`src/rtl/instr_encoder.sv`:
```
// Symbolic-instruction to MIPS word encoder feeding instruction memory through a 2-entry FIFO.
// Optional CP0 ops (eret/mfc0/mtc0) are encoded only when ENC_CP0_EN is defined.
module instr_encoder #(
  parameter logic [31:0] BASE_ADDR = 32'h0000_3000,
  parameter int          IM_WORDS  = 4096
) (
  input  logic        clk,
  input  logic        reset,
  input  logic        start,
  input  logic        in_valid,
  output logic        in_ready,
  input  logic        in_last,
  input  logic [5:0]  in_op,
  input  logic [4:0]  in_rs,
  input  logic [4:0]  in_rt,
  input  logic [4:0]  in_rd,
  input  logic [4:0]  in_shamt,
  input  logic [25:0] in_imm,
  output logic        im_we,
  input  logic        im_ready,
  output logic [31:0] im_addr,
  output logic [31:0] im_wdata,
  output logic        busy,
  output logic        done,
  output logic        err,
  output logic [31:0] err_addr,
  output logic [15:0] word_cnt
);

  localparam int IDX_W = (IM_WORDS > 1) ? $clog2(IM_WORDS) : 1;

  typedef enum logic [1:0] {IDLE, RUN, DRAIN, DONE} state_t;

  state_t            state_reg, state_next;
  logic [31:0]       fifo_mem [2];
  logic              wr_ptr_reg, rd_ptr_reg;
  logic [1:0]        count_reg;
  logic [IDX_W-1:0]  idx_reg, push_idx_reg;
  logic [15:0]       word_cnt_reg;
  logic              err_reg;
  logic [31:0]       err_addr_reg;
  logic [31:0]       enc_word;
  logic              enc_illegal;
  logic              push, pop;

  function automatic logic [31:0] r_word(input logic [4:0] rs, input logic [4:0] rt,
                                         input logic [4:0] rd, input logic [4:0] sh,
                                         input logic [5:0] fn);
    return {6'b000000, rs, rt, rd, sh, fn};
  endfunction

  function automatic logic [31:0] i_word(input logic [5:0] op, input logic [4:0] rs,
                                         input logic [4:0] rt, input logic [15:0] imm);
    return {op, rs, rt, imm};
  endfunction

  // Encoder: unused fields are zeroed so the word is canonical.
  always_comb begin
    enc_word    = 32'h0000_0000;
    enc_illegal = 1'b0;
    case (in_op)
      6'd0:  enc_word = r_word(in_rs, in_rt, in_rd, 5'd0, 6'h20);
      6'd1:  enc_word = i_word(6'h08, in_rs, in_rt, in_imm[15:0]);
      6'd2:  enc_word = i_word(6'h09, in_rs, in_rt, in_imm[15:0]);
      6'd3:  enc_word = r_word(in_rs, in_rt, in_rd, 5'd0, 6'h21);
      6'd4:  enc_word = r_word(in_rs, in_rt, in_rd, 5'd0, 6'h24);
      6'd5:  enc_word = i_word(6'h0C, in_rs, in_rt, in_imm[15:0]);
      6'd6:  enc_word = i_word(6'h04, in_rs, in_rt, in_imm[15:0]);
      6'd7:  enc_word = i_word(6'h01, in_rs, 5'd1, in_imm[15:0]);
      6'd8:  enc_word = i_word(6'h07, in_rs, 5'd0, in_imm[15:0]);
      6'd9:  enc_word = i_word(6'h06, in_rs, 5'd0, in_imm[15:0]);
      6'd10: enc_word = i_word(6'h01, in_rs, 5'd0, in_imm[15:0]);
      6'd11: enc_word = i_word(6'h05, in_rs, in_rt, in_imm[15:0]);
      6'd12: enc_word = r_word(in_rs, in_rt, 5'd0, 5'd0, 6'h1A);
      6'd13: enc_word = r_word(in_rs, in_rt, 5'd0, 5'd0, 6'h1B);
      6'd14: enc_word = {6'h02, in_imm};
      6'd15: enc_word = {6'h03, in_imm};
      6'd16: enc_word = r_word(in_rs, 5'd0, in_rd, 5'd0, 6'h09);
      6'd17: enc_word = r_word(in_rs, 5'd0, 5'd0, 5'd0, 6'h08);
      6'd18: enc_word = i_word(6'h20, in_rs, in_rt, in_imm[15:0]);
      6'd19: enc_word = i_word(6'h24, in_rs, in_rt, in_imm[15:0]);
      6'd20: enc_word = i_word(6'h21, in_rs, in_rt, in_imm[15:0]);
      6'd21: enc_word = i_word(6'h25, in_rs, in_rt, in_imm[15:0]);
      6'd22: enc_word = i_word(6'h0F, 5'd0, in_rt, in_imm[15:0]);
      6'd23: enc_word = i_word(6'h23, in_rs, in_rt, in_imm[15:0]);
      6'd24: enc_word = r_word(5'd0, 5'd0, in_rd, 5'd0, 6'h10);
      6'd25: enc_word = r_word(5'd0, 5'd0, in_rd, 5'd0, 6'h12);
      6'd26: enc_word = r_word(in_rs, 5'd0, 5'd0, 5'd0, 6'h11);
      6'd27: enc_word = r_word(in_rs, 5'd0, 5'd0, 5'd0, 6'h13);
      6'd28: enc_word = r_word(in_rs, in_rt, 5'd0, 5'd0, 6'h18);
      6'd29: enc_word = r_word(in_rs, in_rt, 5'd0, 5'd0, 6'h19);
      6'd30: enc_word = r_word(in_rs, in_rt, in_rd, 5'd0, 6'h27);
      6'd31: enc_word = r_word(in_rs, in_rt, in_rd, 5'd0, 6'h25);
      6'd32: enc_word = i_word(6'h0D, in_rs, in_rt, in_imm[15:0]);
      6'd33: enc_word = i_word(6'h28, in_rs, in_rt, in_imm[15:0]);
      6'd34: enc_word = i_word(6'h29, in_rs, in_rt, in_imm[15:0]);
      6'd35: enc_word = r_word(5'd0, in_rt, in_rd, in_shamt, 6'h00);
      6'd36: enc_word = r_word(in_rs, in_rt, in_rd, 5'd0, 6'h04);
      6'd37: enc_word = r_word(in_rs, in_rt, in_rd, 5'd0, 6'h2A);
      6'd38: enc_word = i_word(6'h0A, in_rs, in_rt, in_imm[15:0]);
      6'd39: enc_word = i_word(6'h0B, in_rs, in_rt, in_imm[15:0]);
      6'd40: enc_word = r_word(in_rs, in_rt, in_rd, 5'd0, 6'h2B);
      6'd41: enc_word = r_word(5'd0, in_rt, in_rd, in_shamt, 6'h03);
      6'd42: enc_word = r_word(in_rs, in_rt, in_rd, 5'd0, 6'h07);
      6'd43: enc_word = r_word(5'd0, in_rt, in_rd, in_shamt, 6'h02);
      6'd44: enc_word = r_word(in_rs, in_rt, in_rd, 5'd0, 6'h06);
      6'd45: enc_word = r_word(in_rs, in_rt, in_rd, 5'd0, 6'h22);
      6'd46: enc_word = r_word(in_rs, in_rt, in_rd, 5'd0, 6'h23);
      6'd47: enc_word = i_word(6'h2B, in_rs, in_rt, in_imm[15:0]);
      6'd48: enc_word = r_word(in_rs, in_rt, in_rd, 5'd0, 6'h26);
      6'd49: enc_word = i_word(6'h0E, in_rs, in_rt, in_imm[15:0]);
`ifdef ENC_CP0_EN
      6'd50: enc_word = 32'h4200_0018;
      6'd51: enc_word = {6'b010000, 5'b00000, in_rt, in_rd, 11'b0};
      6'd52: enc_word = {6'b010000, 5'b00100, in_rt, in_rd, 11'b0};
`endif
      default: enc_illegal = 1'b1;
    endcase
  end

  assign push = in_valid & in_ready;
  assign pop  = im_we & im_ready;

  always_ff @(posedge clk) begin
    if (reset) state_reg <= IDLE;
    else       state_reg <= state_next;
  end

  always_comb begin
    state_next = state_reg;
    case (state_reg)
      IDLE:  if (start) state_next = RUN;
      RUN:   if (push && in_last) state_next = DRAIN;
      DRAIN: if (count_reg == 2'd0) state_next = DONE;
      DONE:  state_next = IDLE;
      default: state_next = IDLE;
    endcase
  end

  // in_ready comes from the registered count, so a full FIFO never sees push and pop together.
  always_comb begin
    in_ready = (state_reg == RUN) && (count_reg != 2'd2);
    busy     = (state_reg != IDLE);
    done     = (state_reg == DONE);
  end

  always_ff @(posedge clk) begin
    if (push) fifo_mem[wr_ptr_reg] <= enc_word;
  end

  always_ff @(posedge clk) begin
    if (reset) begin
      wr_ptr_reg   <= 1'b0;
      rd_ptr_reg   <= 1'b0;
      count_reg    <= 2'd0;
      idx_reg      <= '0;
      push_idx_reg <= '0;
      word_cnt_reg <= 16'd0;
      err_reg      <= 1'b0;
      err_addr_reg <= 32'h0;
    end else if (start && state_reg == IDLE) begin
      idx_reg      <= '0;
      push_idx_reg <= '0;
      word_cnt_reg <= 16'd0;
      err_reg      <= 1'b0;
      err_addr_reg <= 32'h0;
    end else begin
      count_reg <= count_reg + 2'(push) - 2'(pop);
      if (push) begin
        wr_ptr_reg   <= ~wr_ptr_reg;
        push_idx_reg <= push_idx_reg + IDX_W'(1);
        // The pushed word lands at push_idx since writes drain strictly in order.
        if (enc_illegal && !err_reg) begin
          err_reg      <= 1'b1;
          err_addr_reg <= BASE_ADDR + (32'(push_idx_reg) << 2);
        end
      end
      if (pop) begin
        rd_ptr_reg <= ~rd_ptr_reg;
        idx_reg    <= idx_reg + IDX_W'(1);
        if (word_cnt_reg != 16'hFFFF) word_cnt_reg <= word_cnt_reg + 16'd1;
      end
    end
  end

  assign im_we    = (count_reg != 2'd0);
  assign im_wdata = im_we ? fifo_mem[rd_ptr_reg] : 32'h0;
  assign im_addr  = im_we ? BASE_ADDR + (32'(idx_reg) << 2) : 32'h0;
  assign err      = err_reg;
  assign err_addr = err_addr_reg;
  assign word_cnt = word_cnt_reg;

endmodule

```
`config.mk`:
```
export PLATFORM = sky130hd
export DESIGN_NAME = instr_encoder
export DESIGN_NICKNAME = d
export VERILOG_FILES = /design/src/rtl/instr_encoder.sv
export SDC_FILE = /design/constraint.sdc
export NUM_CORES = 1
export LEC_CHECK = 0
export ABC_AREA = 1
export ABC_CLOCK_PERIOD_IN_PS = 3200
export CORE_MARGIN = 2
export CORE_UTILIZATION = 30
export CTS_BUF_LIST = sky130_fd_sc_hd__clkbuf_4
export DETAILED_ROUTE_END_ITERATION = 8
export GPL_TIMING_DRIVEN = 1
export PLACE_DENSITY = 0.62
export SLEW_MARGIN = 20
export SYNTH_ARGS = -nofsm -noshare
export SYNTH_HDL_FRONTEND = slang
export SYNTH_SLANG_ARGS = --single-unit
```
`constraint.sdc`:
```
create_clock -name clk -period 3.2 [get_ports clk]
set_input_delay 0.8 -clock clk [delete_from_list [all_inputs] [get_ports clk]]
set_output_delay 0.8 -clock clk [all_outputs]
set_load 0.02 [all_outputs]
```
## After elaboration in Yosys (flattened, before gate mapping)

Memories as Yosys holds them, arrays and structs flattened. A register that Yosys moved wholly into a read port is not among the register bits.
Index checks and enable logic that the tools add are counted.

- Register bits after elaboration: 79
- Memory bits (writable): 64
- Memories kept: 1
- Input bits: 58
- Output and inout port bits: 117
- Word-level logic and storage cells: 108

Memories:

| memory | depth | bits a word | rd ports | clocked after Yosys merged registers in | write ports | RTL line | text |
|---|---|---|---|---|---|---|---|
| fifo_mem | 2 | 32 | 1 | 1 | 1 | 35 | `logic [31:0] fifo_mem [2];` |

- Mux-type cells: 12
- Equality and inequality tests: 57
- $add $sub $neg: 7
- Bitwise gates (word level): 5
- Reduce and logical (&&, ||, !) cells: 17

Operator list:

| cell | count |
|---|---|
| $pmux 32 s50 | 1 |
| $eq 6x6->1 const B | 18 |
| $eq 6x5->1 const B | 16 |
| $reduce_or 50->1 | 1 |
| $eq 6x4->1 const B | 8 |
| $mux 32 | 1 |
| $add 14x14->15 const A | 2 |
| $add 12x1->12 const B | 2 |
| $eq 6x3->1 const B | 4 |
| $add 16x1->16 const B | 1 |
| $ne 16x16->1 const B | 1 |
| $mux 15 | 1 |
| $eq 6x2->1 const B | 2 |
| $ne 2x2->1 const B | 4 |
| $pmux 2 s4 | 1 |
| $reduce_and 2->1 | 4 |
| $eq 6x1->1 const B | 1 |
| $logic_not 6->1 | 1 |
| $mux 2 | 3 |
| $mux 1 | 5 |
| $eq 2x2->1 const B | 2 |
| $logic_and 1x1->1 | 4 |
| $logic_not 2->1 | 2 |
| $reduce_bool 2->1 | 2 |
| other kinds (8) | 11 |

## Logic depth before layout (Yosys ltp)

- Depth in word-level cells: 6
- Mapped depth: 12
- Gate-level depth less buffers: 12

## Least setup slack after synthesis

OpenSTA, ideal clock, no wires.

- Path kind: input port to flip-flop
- From: input in_valid
- To: memory fifo_mem[0][0] (enable)
- Path slack: 0.221 ns
- Arrival: 2.560 ns
- Path buffers: 1
- Data required time: 2.781 ns
- Stages: 3
- Setup time: 0.419 ns
- Path through: nand3_1 > clkbuf_1 > nor2_1

- Word-level cells in the longest chain between the ends: 3

Ends and longest elaborated chain:

| element | RTL line | text |
|---|---|---|
| start: declaration | 10 | `input logic in_valid,` |
| $and 1x1->1 | 121 | `assign push = in_valid & in_ready;` |
| $mux 1 | 148 | `if (push) fifo_mem[wr_ptr_reg] <= enc_word;` |
| $mux 1 (implied by the code) | 148 |  |
| end: declaration | 35 |  |

No other way between the ends.

==> metrics.txt <==
area leader, netlist edfxtp_1; type of the most critical hold path flop to flop; grt total ovfl 0; Sequential Power Share 0.401; Max-cap violations 0; post-CTS sizing 2; kind of cell adding the most delay to the critical path buffers and inverters; Synth Area in XOR/XNOR 0.0144; Critical Path End im_wdata[29]; Worst EP arrival around 2.3 ns; setup TNS 0 ns; period utilization 0.964; Clock Power Share 0.218; CP Buf/Inv Count 2; Critical Path End Type primary output; DRC violations left 0; clock tree sinks 123; Post-synth EDFFs 62; clk buf depth 2; DP HPWL around 14 mm; die width 154 um; layout cells sized above 1 0.0742; Die H about 150 um; GRT Total Usage 0.163; Yosys cell types 33; RSZ-0062 raised after global routing yes; sequential area share after synthesis 0.460; Fin. Hold Viols 0; area grow syn2layout 29.5%; detailed router's first-iteration violation count ~370; CTS tree done; multiplexer share of the synthesized area 0; worst skew pair latency ~0.52 ns; post-layout util 0.397; vias per inst roughly 4.7; Finished Cell Area around 8700 um^2; Crit-path slowest cell clkdlybuf4s50_1; Synth area leaders edfxtp_1 (28%), dfxtp_1 (18%), nand2_1 (17%); Final min period just over 3 ns; Post-Synth Adder-Cell Area 0.0224; Fin Clk Skew approximately 0.019 ns; cell internal pwr about 2.9 mW; most frequent cells after synthesis nand2_1 (296), nor2_1 (101), a21oi_1 (83); most common cell in the synthesized netlist nand2_1; Syn Inst Count around 910; vias in the first global route 5896; post-synthesis register bit count roughly 120; Cell Chain, Critical Path buf_8 > nand2_1 > a21oi_1 > clkdlybuf4s50_1; Simple-Gate Fraction of Synth Area 0.300; Async SR Flop Fraction 0; Worst Setup Start Kind flop; FMAX between 300 and 400 MHz; Mapped Avg Cell Area roughly 7.4 um^2; cell depth of the worst hold path 1; cts hold-fix bufs 0; yosys warns 0; switching share of total power 0.388; Power, Total 4.71 mW; logic gate share of total power 0.381; status finished, final reports clean; largest family of logic cells by synthesized area simple AND/OR/NAND/NOR gates; post-synthesis compound-gate area fraction 0.100; worst reg2reg path depth 12; Wirelength per Cell 14.3 um; Final #Nets ~1100; Initial Util 0.306; Die Footprint around 24000 um^2; Leak 3.50 nW; Slew HR 0.509; Synth Flop Type edfxtp_1; # setup viols final 0; Detail Route Antenna Nets 0; largest vdd supply drop about 200 uV; initial antenna violation count 1; number of flip-flops in the largest register slightly above 60; CP max stage delay 0.68 ns; root buf cell clkbuf_4; largest net degree at the start of global routing 34; Num CTS Buffers 17; total setup buffers inserted after CTS 0; Worst-path clk slew between 0.1 and 0.15 ns; Routed Wire Length about 19 mm; worst slew pin tran between 0.7 and 0.8 ns; Core Area around 22000 um^2; flop2flop setup slack approximately 1.1 ns; H-tree Lvls 4; switching power around 1.8 mW; io pins between 150 and 200; GPL Wtd Cong ~1.0; Crit path depth 4; RR Endpoint count_reg[1]$_SDFFE_PP0N_; Port Buffer Count about 140; dpl cell area about 8400 um^2; num rows 54; vias post-DR 6367; Synth top area share 0.278; Crit Path Category flop to primary output; crit-path max FO 31; first-pass GRT wire length between 30 and 40 mm; fin. max-slew vios 0; Synth Cell Area roughly 6700 um^2; 1st-pass router iterations 5; layout filler cell count between 2000 and 2500; Reg-to-Reg Start count_reg[0]$_SDFFE_PP0N_; PwrDens 542 nW/um^2; CP required 2.40 ns
routing by layer:
metal / vias up / track usage / share of wire
met3: 21 / 0.0372 / 0.053
li1: 3217 / - / -
met5: - / 0 / 0
met1: 2909 / 0.210 / 0.44
met4: 0 / 0.0398 / 0.014
met2: 220 / 0.277 / 0.49
kinds of logic after synthesis:
family / Yosys count
XOR/XNOR: 11
other: 1
adder cells (fa/ha/maj): 12
buffers and inverters: 138
AO/OA/AOI/OAI: 132
flip-flops: 123
AND/OR/NAND/NOR: 492
how the worst min path moves through the flow:
stage,to,slack [ns],from
final,err_addr[12]$_SDFFE_PP0P_,0.47,push_idx_reg[10]$_SDFFE_PP0P_
after global routing,idx_reg[5]$_SDFFE_PP0P_,0.51,idx_reg[5]$_SDFFE_PP0P_
after CTS,err_addr[12]$_SDFFE_PP0P_,0.47,push_idx_reg[10]$_SDFFE_PP0P_
after detailed placement,err_addr[12]$_SDFFE_PP0P_,0.45,push_idx_reg[10]$_SDFFE_PP0P_
after global placement,err_addr[12]$_SDFFE_PP0P_,0.44,push_idx_reg[10]$_SDFFE_PP0P_
after floorplan,err_addr[12]$_SDFFE_PP0P_,0.43,push_idx_reg[10]$_SDFFE_PP0P_
placed cells by master, fill, tap and decap left out, types with 2 or more instances in the layout:
master,count
inv_2,6
nor2_1,97
nor4_1,3
nor2_2,5
edfxtp_1,62
inv_1,63
xnor2_1,3
o21ai_0,37
xor2_1,8
o21ai_1,8
clkinv_1,4
nor2_4,4
clkbuf_4,18
clkinvlp_4,5
ha_1,12
clkdlybuf4s50_1,130
nand2_1,296
nand4_1,12
inv_6,4
a21oi_1,83
dfxtp_1,61
dlymetal6s2s_1,5
nand3_1,50
buf_4,29
nor3b_1,2
conb_1,39
nor3_1,19
layout make-up:
cell class	count	area, um^2	share of cell area
clock buffers	18	135	0.0156
inverters	71	270	0.0311
flip-flops and latches	123	3080	0.355
multi-input cells	686	3110	0.358
clock inverters	14	120	0.0138
repair buffers	166	1620	0.186
well taps	280	350	0.0403
diodes	1	2.50	0.000288
worst reg2reg max path, cell delays in order, from the launching register on:
cell	delay, ns
dfxtp_1	0.46
inv_2	0.08
nand2_1	0.14
nand2_1	0.23
inv_2	0.26
ha_1	0.27
inv_1	0.05
ha_1	0.15
nand2_1	0.05
nand2_1	0.06
nor2_1	0.05
o21ai_0	0.14
a21oi_1	0.05
power groups by stage:
stage          combinational [mW]  clock [mW]  sequential, mW
6_report                     1.79        1.02            1.89
5_1_grt                      1.95        1.14            1.90
4_1_cts                      1.82        1.07            1.89
3_5_place_dp                 1.81           0            1.92
3_3_place_gp                 1.81           0            1.92
2_1_floorplan                1.01           0            1.92
metrics by stage:
stage          instances  hold slack, ns  worst slack [ns]
2_1_floorplan        947           0.429             0.221
3_3_place_gp        1326           0.442             0.202
3_5_place_dp        1326           0.448             0.240
4_1_cts             1358           0.467            0.0351
5_1_grt             1359           0.510          -0.00717
6_report            1359           0.466             0.116
(Power assumes the default switching activity.)
